## config.mk

```make
export PLATFORM = sky130hd
export DESIGN_NAME = wb_regfile_flat
export DESIGN_NICKNAME = d
export VERILOG_FILES = /design/src/rtl/wb_regfile_pkg.sv /design/src/rtl/wb_regfile_if.sv /design/src/rtl/wb_regfile_load_ext.sv /design/src/rtl/wb_regfile.sv /design/src/flat_wrapper.sv
export SDC_FILE = /design/constraint.sdc
export NUM_CORES = 2
export LEC_CHECK = 0
export ABC_AREA = 0
export CORE_AREA = 3 3 329 331
export CTS_CLUSTER_DIAMETER = 40
export DETAILED_ROUTE_END_ITERATION = 10
export DIE_AREA = 0 0 332 334
export DONT_BUFFER_PORTS = 1
export GPL_ROUTABILITY_DRIVEN = 0
export PLACE_DENSITY = 0.73
export RECOVER_POWER = 25
export SYNTH_ARGS = -nofsm -noshare
export SYNTH_HDL_FRONTEND = slang
export SYNTH_SLANG_ARGS = --single-unit
```

## constraint.sdc

```tcl
create_clock -name clk -period 2.5 [get_ports clk]
set_input_delay 0.25 -clock clk [delete_from_list [all_inputs] [get_ports clk]]
set_output_delay 0.25 -clock clk [all_outputs]
set_load 0.1 [all_outputs]
```

## src/rtl/wb_regfile_pkg.sv

```systemverilog
// rtl/wb_regfile_pkg.sv - shared CPU definitions: load opcodes, register index width, load decode
package cpu_defs;

  localparam int REG_AW = 5;

  localparam logic [5:0] OP_LW  = 6'b100011;
  localparam logic [5:0] OP_LB  = 6'b100000;
  localparam logic [5:0] OP_LBU = 6'b100100;
  localparam logic [5:0] OP_LH  = 6'b100001;
  localparam logic [5:0] OP_LHU = 6'b100101;

  typedef enum logic [2:0] {
    LD_NONE,
    LD_W,
    LD_B,
    LD_BU,
    LD_H,
    LD_HU
  } ld_kind_e;

  // Map a primary opcode to the kind of load it performs (LD_NONE for non-loads)
  function automatic ld_kind_e decode_load(input logic [5:0] op);
    case (op)
      OP_LW:   return LD_W;
      OP_LB:   return LD_B;
      OP_LBU:  return LD_BU;
      OP_LH:   return LD_H;
      OP_LHU:  return LD_HU;
      default: return LD_NONE;
    endcase
  endfunction

endpackage

```

## src/rtl/wb_regfile_if.sv

```systemverilog
// rtl/wb_regfile_if.sv - MEM/WB pipeline bundle delivered to the write-back stage
interface wb_regfile_if;
  import cpu_defs::*;

  logic [31:0]       pc_Wb;
  logic [31:0]       instr_Wb;
  logic [31:0]       dmRd_Wb;
  logic [31:0]       aluAns_Wb;
  logic [31:0]       grfWd_Wb;
  logic [REG_AW-1:0] grfWa_Wb;
  logic              ifWrGrf_Wb;

  modport master (
    output pc_Wb, instr_Wb, dmRd_Wb, aluAns_Wb, grfWd_Wb, grfWa_Wb, ifWrGrf_Wb
  );

  modport slave (
    input pc_Wb, instr_Wb, dmRd_Wb, aluAns_Wb, grfWd_Wb, grfWa_Wb, ifWrGrf_Wb
  );

endinterface

```

## src/rtl/wb_regfile_load_ext.sv

```systemverilog
// rtl/wb_regfile_load_ext.sv - byte/half/word selection and sign/zero extension of load data
module load_ext
  import cpu_defs::*;
(
  input  logic [5:0]  opcode,
  input  logic [1:0]  offset,
  input  logic [31:0] word,
  output logic [31:0] data,
  output logic        is_load
);

  ld_kind_e    kind;
  logic [7:0]  byte_sel;
  logic [15:0] half_sel;

  assign kind    = decode_load(opcode);
  assign is_load = (kind != LD_NONE);

  // Pick the addressed byte/half; offset[0] is irrelevant for halves (alignment trapped upstream)
  always_comb begin
    byte_sel = 8'h00;
    case (offset)
      2'd0:    byte_sel = word[7:0];
      2'd1:    byte_sel = word[15:8];
      2'd2:    byte_sel = word[23:16];
      default: byte_sel = word[31:24];
    endcase
    half_sel = offset[1] ? word[31:16] : word[15:0];
    case (kind)
      LD_B:    data = {{24{byte_sel[7]}}, byte_sel};
      LD_BU:   data = {24'h000000, byte_sel};
      LD_H:    data = {{16{half_sel[15]}}, half_sel};
      LD_HU:   data = {16'h0000, half_sel};
      default: data = word;
    endcase
  end

endmodule

```

## src/rtl/wb_regfile.sv

```systemverilog
// rtl/wb_regfile.sv - write-back stage: load extension, 32x32 GRF with write-through bypass, write trace
module wb_regfile
  import cpu_defs::*;
#(
  parameter int NREG     = 32,
  parameter bit TRACE_EN = 1'b1
) (
  input  logic              clk,
  input  logic              reset_n,
  wb_regfile_if.slave       wb,
  input  logic [REG_AW-1:0] grfRa1_D,
  input  logic [REG_AW-1:0] grfRa2_D,
  output logic [31:0]       grfRd1_D,
  output logic [31:0]       grfRd2_D,
  output logic [31:0]       wbWd_Wb,
  output logic              traceValid,
  output logic [31:0]       tracePc,
  output logic [REG_AW-1:0] traceWa,
  output logic [31:0]       traceWd,
  output logic [31:0]       wrCount
);

  logic [31:0]       regs [NREG];
  logic [31:0]       load_data;
  logic              is_load;
  logic              we;
  logic              trace_valid;
  logic [31:0]       trace_pc;
  logic [REG_AW-1:0] trace_wa;
  logic [31:0]       trace_wd;
  logic [31:0]       wr_count;
  logic              unused_bits;

  assign unused_bits = ^{wb.instr_Wb[25:0], wb.aluAns_Wb[31:2]};

  load_ext u_load_ext (
    .opcode  (wb.instr_Wb[31:26]),
    .offset  (wb.aluAns_Wb[1:0]),
    .word    (wb.dmRd_Wb),
    .data    (load_data),
    .is_load (is_load)
  );

  assign wbWd_Wb = is_load ? load_data : wb.grfWd_Wb;
  assign we      = wb.ifWrGrf_Wb && (wb.grfWa_Wb != '0) && (int'(wb.grfWa_Wb) < NREG);

  // Register file storage; $0 is never written so it reads as zero from reset onward
  always_ff @(posedge clk or negedge reset_n) begin
    if (!reset_n) begin
      for (int i = 0; i < NREG; i++) regs[i] <= '0;
    end else if (we) begin
      regs[wb.grfWa_Wb] <= wbWd_Wb;
    end
  end

  // Decode read ports: $0 forced to zero, same-cycle write forwarded ahead of the array
  always_comb begin
    grfRd1_D = '0;
    grfRd2_D = '0;
    if (grfRa1_D == '0 || int'(grfRa1_D) >= NREG) grfRd1_D = '0;
    else if (we && grfRa1_D == wb.grfWa_Wb)        grfRd1_D = wbWd_Wb;
    else                                           grfRd1_D = regs[grfRa1_D];
    if (grfRa2_D == '0 || int'(grfRa2_D) >= NREG) grfRd2_D = '0;
    else if (we && grfRa2_D == wb.grfWa_Wb)        grfRd2_D = wbWd_Wb;
    else                                           grfRd2_D = regs[grfRa2_D];
  end

  // Registered trace of the most recent committed write, plus running write count
  always_ff @(posedge clk or negedge reset_n) begin
    if (!reset_n) begin
      trace_valid <= 1'b0;
      trace_pc    <= '0;
      trace_wa    <= '0;
      trace_wd    <= '0;
      wr_count    <= '0;
    end else begin
      trace_valid <= we;
      if (we) begin
        trace_pc <= wb.pc_Wb;
        trace_wa <= wb.grfWa_Wb;
        trace_wd <= wbWd_Wb;
        wr_count <= wr_count + 32'd1;
      end
    end
  end

  assign traceValid = TRACE_EN ? trace_valid : 1'b0;
  assign tracePc    = TRACE_EN ? trace_pc    : '0;
  assign traceWa    = TRACE_EN ? trace_wa    : '0;
  assign traceWd    = TRACE_EN ? trace_wd    : '0;
  assign wrCount    = TRACE_EN ? wr_count    : '0;

endmodule

```

## src/flat_wrapper.sv

```systemverilog
// flat-port wrapper written by rule: the top's interface ports become plain ports
module wb_regfile_flat import cpu_defs::*;
#(
  parameter int NREG     = 32,
  parameter bit TRACE_EN = 1'b1
)
  (clk, reset_n, grfRa1_D, grfRa2_D, grfRd1_D, grfRd2_D, wbWd_Wb, traceValid, tracePc, traceWa, traceWd, wrCount, wb_pc_Wb, wb_instr_Wb, wb_dmRd_Wb, wb_aluAns_Wb, wb_grfWd_Wb, wb_grfWa_Wb, wb_ifWrGrf_Wb);
  wb_regfile_if wb_i ();
  input  logic clk;
  input  logic reset_n;
  input  logic [REG_AW-1:0] grfRa1_D;
  input  logic [REG_AW-1:0] grfRa2_D;
  output logic [31:0] grfRd1_D;
  output logic [31:0] grfRd2_D;
  output logic [31:0] wbWd_Wb;
  output logic traceValid;
  output logic [31:0] tracePc;
  output logic [REG_AW-1:0] traceWa;
  output logic [31:0] traceWd;
  output logic [31:0] wrCount;
  input wire logic [$bits(wb_i.pc_Wb)-1:0] wb_pc_Wb;
  input wire logic [$bits(wb_i.instr_Wb)-1:0] wb_instr_Wb;
  input wire logic [$bits(wb_i.dmRd_Wb)-1:0] wb_dmRd_Wb;
  input wire logic [$bits(wb_i.aluAns_Wb)-1:0] wb_aluAns_Wb;
  input wire logic [$bits(wb_i.grfWd_Wb)-1:0] wb_grfWd_Wb;
  input wire logic [$bits(wb_i.grfWa_Wb)-1:0] wb_grfWa_Wb;
  input wire logic [$bits(wb_i.ifWrGrf_Wb)-1:0] wb_ifWrGrf_Wb;
  assign wb_i.pc_Wb = wb_pc_Wb;
  assign wb_i.instr_Wb = wb_instr_Wb;
  assign wb_i.dmRd_Wb = wb_dmRd_Wb;
  assign wb_i.aluAns_Wb = wb_aluAns_Wb;
  assign wb_i.grfWd_Wb = wb_grfWd_Wb;
  assign wb_i.grfWa_Wb = wb_grfWa_Wb;
  assign wb_i.ifWrGrf_Wb = wb_ifWrGrf_Wb;
  wb_regfile #(.NREG(NREG), .TRACE_EN(TRACE_EN)) u_core (.clk(clk), .reset_n(reset_n), .wb(wb_i), .grfRa1_D(grfRa1_D), .grfRa2_D(grfRa2_D), .grfRd1_D(grfRd1_D), .grfRd2_D(grfRd2_D), .wbWd_Wb(wbWd_Wb), .traceValid(traceValid), .tracePc(tracePc), .traceWa(traceWa), .traceWd(traceWd), .wrCount(wrCount));
endmodule
```

**Yosys cells after proc, flatten, opt, wreduce, memory -nomap -nowiden**

Cells that the tools add are included.

- Input port bits: 178
- Register bits: 1,126
- Output and inout port bits: 198
- Logic and storage cells: 85

- Bitwise gates (word level): 3
- Eq/ne operators: 13
- $lt $le $gt $ge: 4
- Add/sub/neg operators: 1
- Reductions and logical operators: 9
- Muxes and demuxes: 18

Operator list:

| cell | count |
|---|---|
| $bwmux W1024 | 1 |
| $bmux W32 S5 | 2 |
| $mux W32 | 10 |
| $demux W32 S5 | 1 |
| $pmux W32 S4 | 1 |
| $add A32 B1 Y32 const B | 1 |
| $eq A6 B6 Y1 const B | 5 |
| $pmux W8 S3 | 1 |
| $ge A6 B6 Y1 const B | 3 |
| $not A5 Y6 | 3 |
| $mux W16 | 1 |
| $pmux W3 S5 | 1 |
| $eq A5 B5 Y1 | 2 |
| $logic_not A5 Y1 | 2 |
| $eq A3 B2 Y1 const B | 2 |
| $eq A3 B3 Y1 const B | 2 |
| $lt A6 B1 Y1 const B | 1 |
| $reduce_bool A5 Y1 | 1 |
| $logic_and A1 B1 Y1 | 4 |
| $reduce_bool A3 Y1 | 1 |
| $eq A2 B1 Y1 const B | 1 |
| $eq A2 B2 Y1 const B | 1 |
| $logic_not A2 Y1 | 1 |

**Longest topological paths before layout**

- Depth after elaboration: 7
- Mapped depth: 11
- Depth with buffers taken out: 7

**By module**

A second synthesis with hierarchy kept.

- Cells, all modules: 5,526
- Area, all modules: 58,496.1 um2

Modules (own cells, without submodules):

| module | times used | cells an instance | area each (um2) |
|---|---|---|---|
| wb_regfile | 1 | 5,394 | 57,610.3 |
| load_ext | 1 | 132 | 885.8 |

**Worst setup path after synthesis**

OpenSTA, ideal clock, no wires.

- Path kind: in2out
- From: in grfRa2_D[0]
- To: out grfRd2_D[8]
- Path slack: -2.624 ns
- Required time: 2.250 ns
- Data arrival time: 4.874 ns
- Cell stages on the path: 9
- Path buffers: 5
- Cells stage by stage: buf_2 buf_4 buf_2 buf_4 buf_2 mux2i_1 nor2_1 a211oi_1 o41ai_1

- Word-level cells in the longest chain between the ends: 6
- Elaborated cells between the ends (all ways): 9
- Those cells by class: 1 x eq/ne; 5 x mux; 1 x bitwise; 2 x reduce/logical

Ends and longest elaborated chain:

| item | line | RTL |
|---|---|---|
| start, declared | flat_wrapper.sv:12 | `input logic [REG_AW-1:0] grfRa2_D;` |
| $not A5 Y6 (implied by the code) | wb_regfile.sv:65 | `else grfRd2_D = regs[grfRa2_D];` |
| $bmux W32 S5 | wb_regfile.sv:65 |  |
| $mux W32 (implied by the code) (2 in series) | wb_regfile.sv:65 |  |
| $mux W32 | wb_regfile.sv:64 | `else if (we && grfRa2_D == wb.grfWa_Wb) grfRd2_D = wbWd_Wb;` |
| $mux W32 (*) | wb_regfile.sv:63 | `if (grfRa2_D == '0 \|\| int'(grfRa2_D) >= NREG) grfRd2_D = '0;` |
| end, declared | flat_wrapper.sv:14 | `output logic [31:0] grfRd2_D;` |

Mark *: on every way between the ends. The rest lies on a longest branch, timed or not. The select of a mux whose other input is x is not followed.

**Worst setup path after layout**

- From: in grfRa1_D[0]
- To: out grfRd1_D[15]

- Word-level cells in the longest chain between the ends: 6
- Elaborated cells between the ends (all ways): 9
- Those cells by class: 1 x eq/ne; 5 x mux; 1 x bitwise; 2 x reduce/logical

Ends and longest elaborated chain:

| item | line | RTL |
|---|---|---|
| start, declared | flat_wrapper.sv:11 | `input logic [REG_AW-1:0] grfRa1_D;` |
| $not A5 Y6 (implied by the code) | wb_regfile.sv:62 | `else grfRd1_D = regs[grfRa1_D];` |
| $bmux W32 S5 | wb_regfile.sv:62 |  |
| $mux W32 (implied by the code) (2 in series) | wb_regfile.sv:62 |  |
| $mux W32 | wb_regfile.sv:61 | `else if (we && grfRa1_D == wb.grfWa_Wb) grfRd1_D = wbWd_Wb;` |
| $mux W32 (*) | wb_regfile.sv:60 | `if (grfRa1_D == '0 \|\| int'(grfRa1_D) >= NREG) grfRd1_D = '0;` |
| end, declared | flat_wrapper.sv:13 | `output logic [31:0] grfRd1_D;` |

Marked as above.

==> qor.csv <==
stage,metric,value,unit
floorplan,starting density of the core,55.0,%
cells_and_area,layout cells sized above 1,28.9,%
yosys,cell count after synthesis,5343,
sta,Final Slew Violations,278,
global_route,grt total ovfl,0,
critical_path,CP most frequent cell,buf_12,
critical_path,highest-delay cell along the critical path,xor2_1,
clock_network,htree depth,4,
drt,DRT Pass-1 Iters,8,
drt,vias per inst,6.71,
yosys,Synth top area share,48.6,%
cells_and_area,Multi-input gate area,30100,um2
global_route,GR peak layer,met2,
sta,setup slack after layout,-0.636,ns
yosys,Synth Net Count,5522,
global_route,GRT Util Overall,34.8,%
job,maxcap violations,2,
global_route,global routing usage on met1,46.4,%
global_route,met3 Resource Use GR,12.5,%
cells_and_area,fin nets,5617,
clock_network,Root Buffer,clkbuf_16,
pwr,Total Power,61.8,mW
sta,setup TNS,-39.31,ns
drt,WL/cell,28.1,um
drt,DRC violation count after routing,0,
cells_and_area,# fillers,7206,
global_route,initial antenna violation count,10,
floorplan,# IOs,376,
critical_path,Top delay family on crit path,buffers and inverters,
outcome,status,"finished, violations left",
pwr,PD cells,866,nW/um2
yosys,post-synth top area cell,dfrtp_1,
outcome,violated checks,"negative hold slack, max-capacitance violations, max-slew violations, negative setup slack",
global_route,largest net degree at the start of global routing,1127,
place,IO Port Bufs,0,
yosys,synthesized cell area,58000,um2
clock_network,Max Root-Sink Buffers,3,
sta,final setup violation count,146,
drt,final wirelength,196000,um
critical_path,crit start category,primary input,
cells_and_area,"leading cell type in the layout, fill and taps excluded",nand2_1,
global_route,first-pass GRT wire length,292000,um
critical_path,worst-path fanout max,268,
sta,Max Clock Freq,319,MHz
critical_path,CP endpoint kind,primary output,
yosys,Most used DFF post-synth,dfrtp_1,
yosys,sequential share of the synthesized area,48.6,%
floorplan,die area,111000,um2
clock_network,clk_lat worst skew,0.75,ns
sta,hold slack,-0.0710,ns
sta,Slew HR,-16.8,%
critical_path,max incr delay on CP,0.45,ns
critical_path,critical-path cell list,"xor2_1, nor4_4, buf_12, buf_12, a21oi_2, a211oi_4, buf_12",
critical_path,critical path class,in2out,
critical_path,Buf/Inv on CP,3,
clock_network,"Clk pin slew, worst setup/hold paths",0.06,ns
floorplan,Die Wd,332,um
sta,fin crit share,125,%
pwr,Peak VDD IR,0.971,mV
sta,post-layout min period,3.14,ns
sta,endpoints failing hold,36,
clock_network,Num CTS Buffers,154,
global_route,met2 global-route usage,52.0,%
place,DP Wirelength,110000,um
cells_and_area,"Core Util, Final",67.7,%
hold_path,Hold Path Class,in2async,
floorplan,Row Count,119,
sta,Worst Tran Pin Value,1.75,ns
yosys,post-synth cell types,57,
drt,initial DRC count,5666,
global_route,vias in the first global route,46900,
sta,clk_skew,0.00565,ns
yosys,Post-synth EDFFs,0,
floorplan,core box area,105000,um2
clock_network,CTS tree,built,
critical_path,Worst Path Required,2.25,ns
drt,vias post-DR,46700,
cells_and_area,Area Overhead vs Synth,23.0,%
yosys,asr flop ratio synth,100,%
yosys,Post-Syn Area per Cell,10.9,um2
floorplan,Die Height,334,um
clock_network,clock sink total,1126,
cells_and_area,most frequent cells in the layout,"nand2_1, dfrtp_1, o21ai_0",
drt,DRT antenna net count,0,
sta,RSZ-0062 raised after global routing,yes,
yosys,"flops & latches, synth",1126,
cells_and_area,FF+latch area,28200,um2
critical_path,CP arrival,2.89,ns
yosys,"top cells by area, synth","dfrtp_1, mux4_2, o21ai_0",
yosys,Syn. warnings,0,
pwr,standby leakage power,30.7,nW
## logic make-up (layout without fill, tap and decap cells)
| logic type | Yosys count | after routing | synth area share, % |
|---|---|---|---|
| compound gates | 1434 | 1434 | 14.0 |
| fa+ha+maj | 1 | 1 | 0.0216 |
| buf+inv | 600 | 823 | 4.12 |
| other cells | 0 | 4 | 0 |
| flops | 1126 | 1126 | 48.6 |
| mux | 727 | 727 | 22.8 |
| xor+xnor | 41 | 41 | 0.619 |
| simple gates | 1414 | 1414 | 9.84 |
## registers in the layout, indices dropped and copies added (netlist names)
signal and flops:
u_core.wrCount 32, u_core.regs 1024, u_core.traceWd 32, u_core.traceValid 1
u_core.tracePc 32, u_core.traceWa 5
## tightest hold or removal path, stage by stage
cell	delay, ns
clkbuf_1	0.10
clkbuf_1	0.28
buf_16	0.54
## power breakdown
part           leakage [nW]  switching (mW)  internal (mW)  total [mW]
clock network          2.58            8.99           13.6        22.6
logic                  13.5            7.89           6.65        14.5
registers              14.6            3.05           21.5        24.6
total                  30.7            19.9           41.8        61.8
## what timing repair did
item,in CTS,in global routing
resized for setup,285,72
pin swaps,152,46
setup buffers,47,19
endpoints found under the setup margin,74,374
hold buffers,69,5
cloned,0,2
hold endpoints to repair,1313,241
## metrics by stage
| stage | hold WS, ns | instances | setup slack, ns | cell area (um2) |
|---|---|---|---|---|
| after detailed placement | -0.0262 | 6537 | -0.253 | 63200 |
| after floorplan | -0.0456 | 5343 | -0.528 | 59400 |
| after CTS | -0.842 | 6927 | -0.520 | 70800 |
| final | -0.0710 | 6961 | -0.636 | 71300 |
| after global placement | -0.0247 | 6537 | -0.265 | 63200 |
| after global routing | 0.00850 | 6959 | -0.587 | 71300 |
## Yosys cell counts, types with 5 or more instances
cell and instances:
mux4_2 471, xnor2_1 32, a211oi_1 116, nand2b_1 5, mux2_2 53, dfrtp_1 1126
o41ai_1 12, clkbuf_1 445, o21ai_0 1075, nand3_1 25, nand4_1 9, buf_4 12
a221oi_1 38, buf_2 75, o22ai_1 24, a22oi_1 29, and3_1 10, buf_1 30
a221oi_2 16, and2_1 22, nor2b_1 39, inv_1 37, a21oi_1 45, xor2_1 9
a222oi_1 8, o21a_1 30, or2_2 12, mux2i_1 203, nand2_1 1218, o221ai_1 9
nor3_1 24, o21ai_1 12, and4_1 5, nor2_1 28
## final cells by class
class,count,area share (%)
inverter,38,0.321
tap,1391,2.44
sequential,1126,39.5
clock inverter,100,1.67
clock buffer,184,5.81
multi-input combinational,3617,42.2
antenna,4,0.0140
timing repair buffer,501,8.08
## path summary, 6_finish.rpt
check | start | endpoint | slack [ns] | depth (start not counted)
worst max-delay path | grfRa1_D[0] | grfRd1_D[15] | -0.64 | 7
worst min-delay path | reset_n | u_core.traceWd[8] | -0.07 | 3
worst max register to register | u_core.wrCount[2] | u_core.wrCount[31] | 0.60 | 6
worst min register to register | u_core.regs[1004] | u_core.regs[1004] | 0.39 | 0
max in group asynchronous | reset_n | u_core.regs[532] | 0.16 | 4
min in group clk | wb_ifWrGrf_Wb | u_core.traceWa[2] | -0.01 | 2
## metal layers
layer  vias to the layer above  wire length, um
met2                      3080            88300
met4                         4             8700
li1                      19500                -
met1                     23500            72700
met5                         -               29
met3                       611            26000
Power figures use the tool's default switching activity.
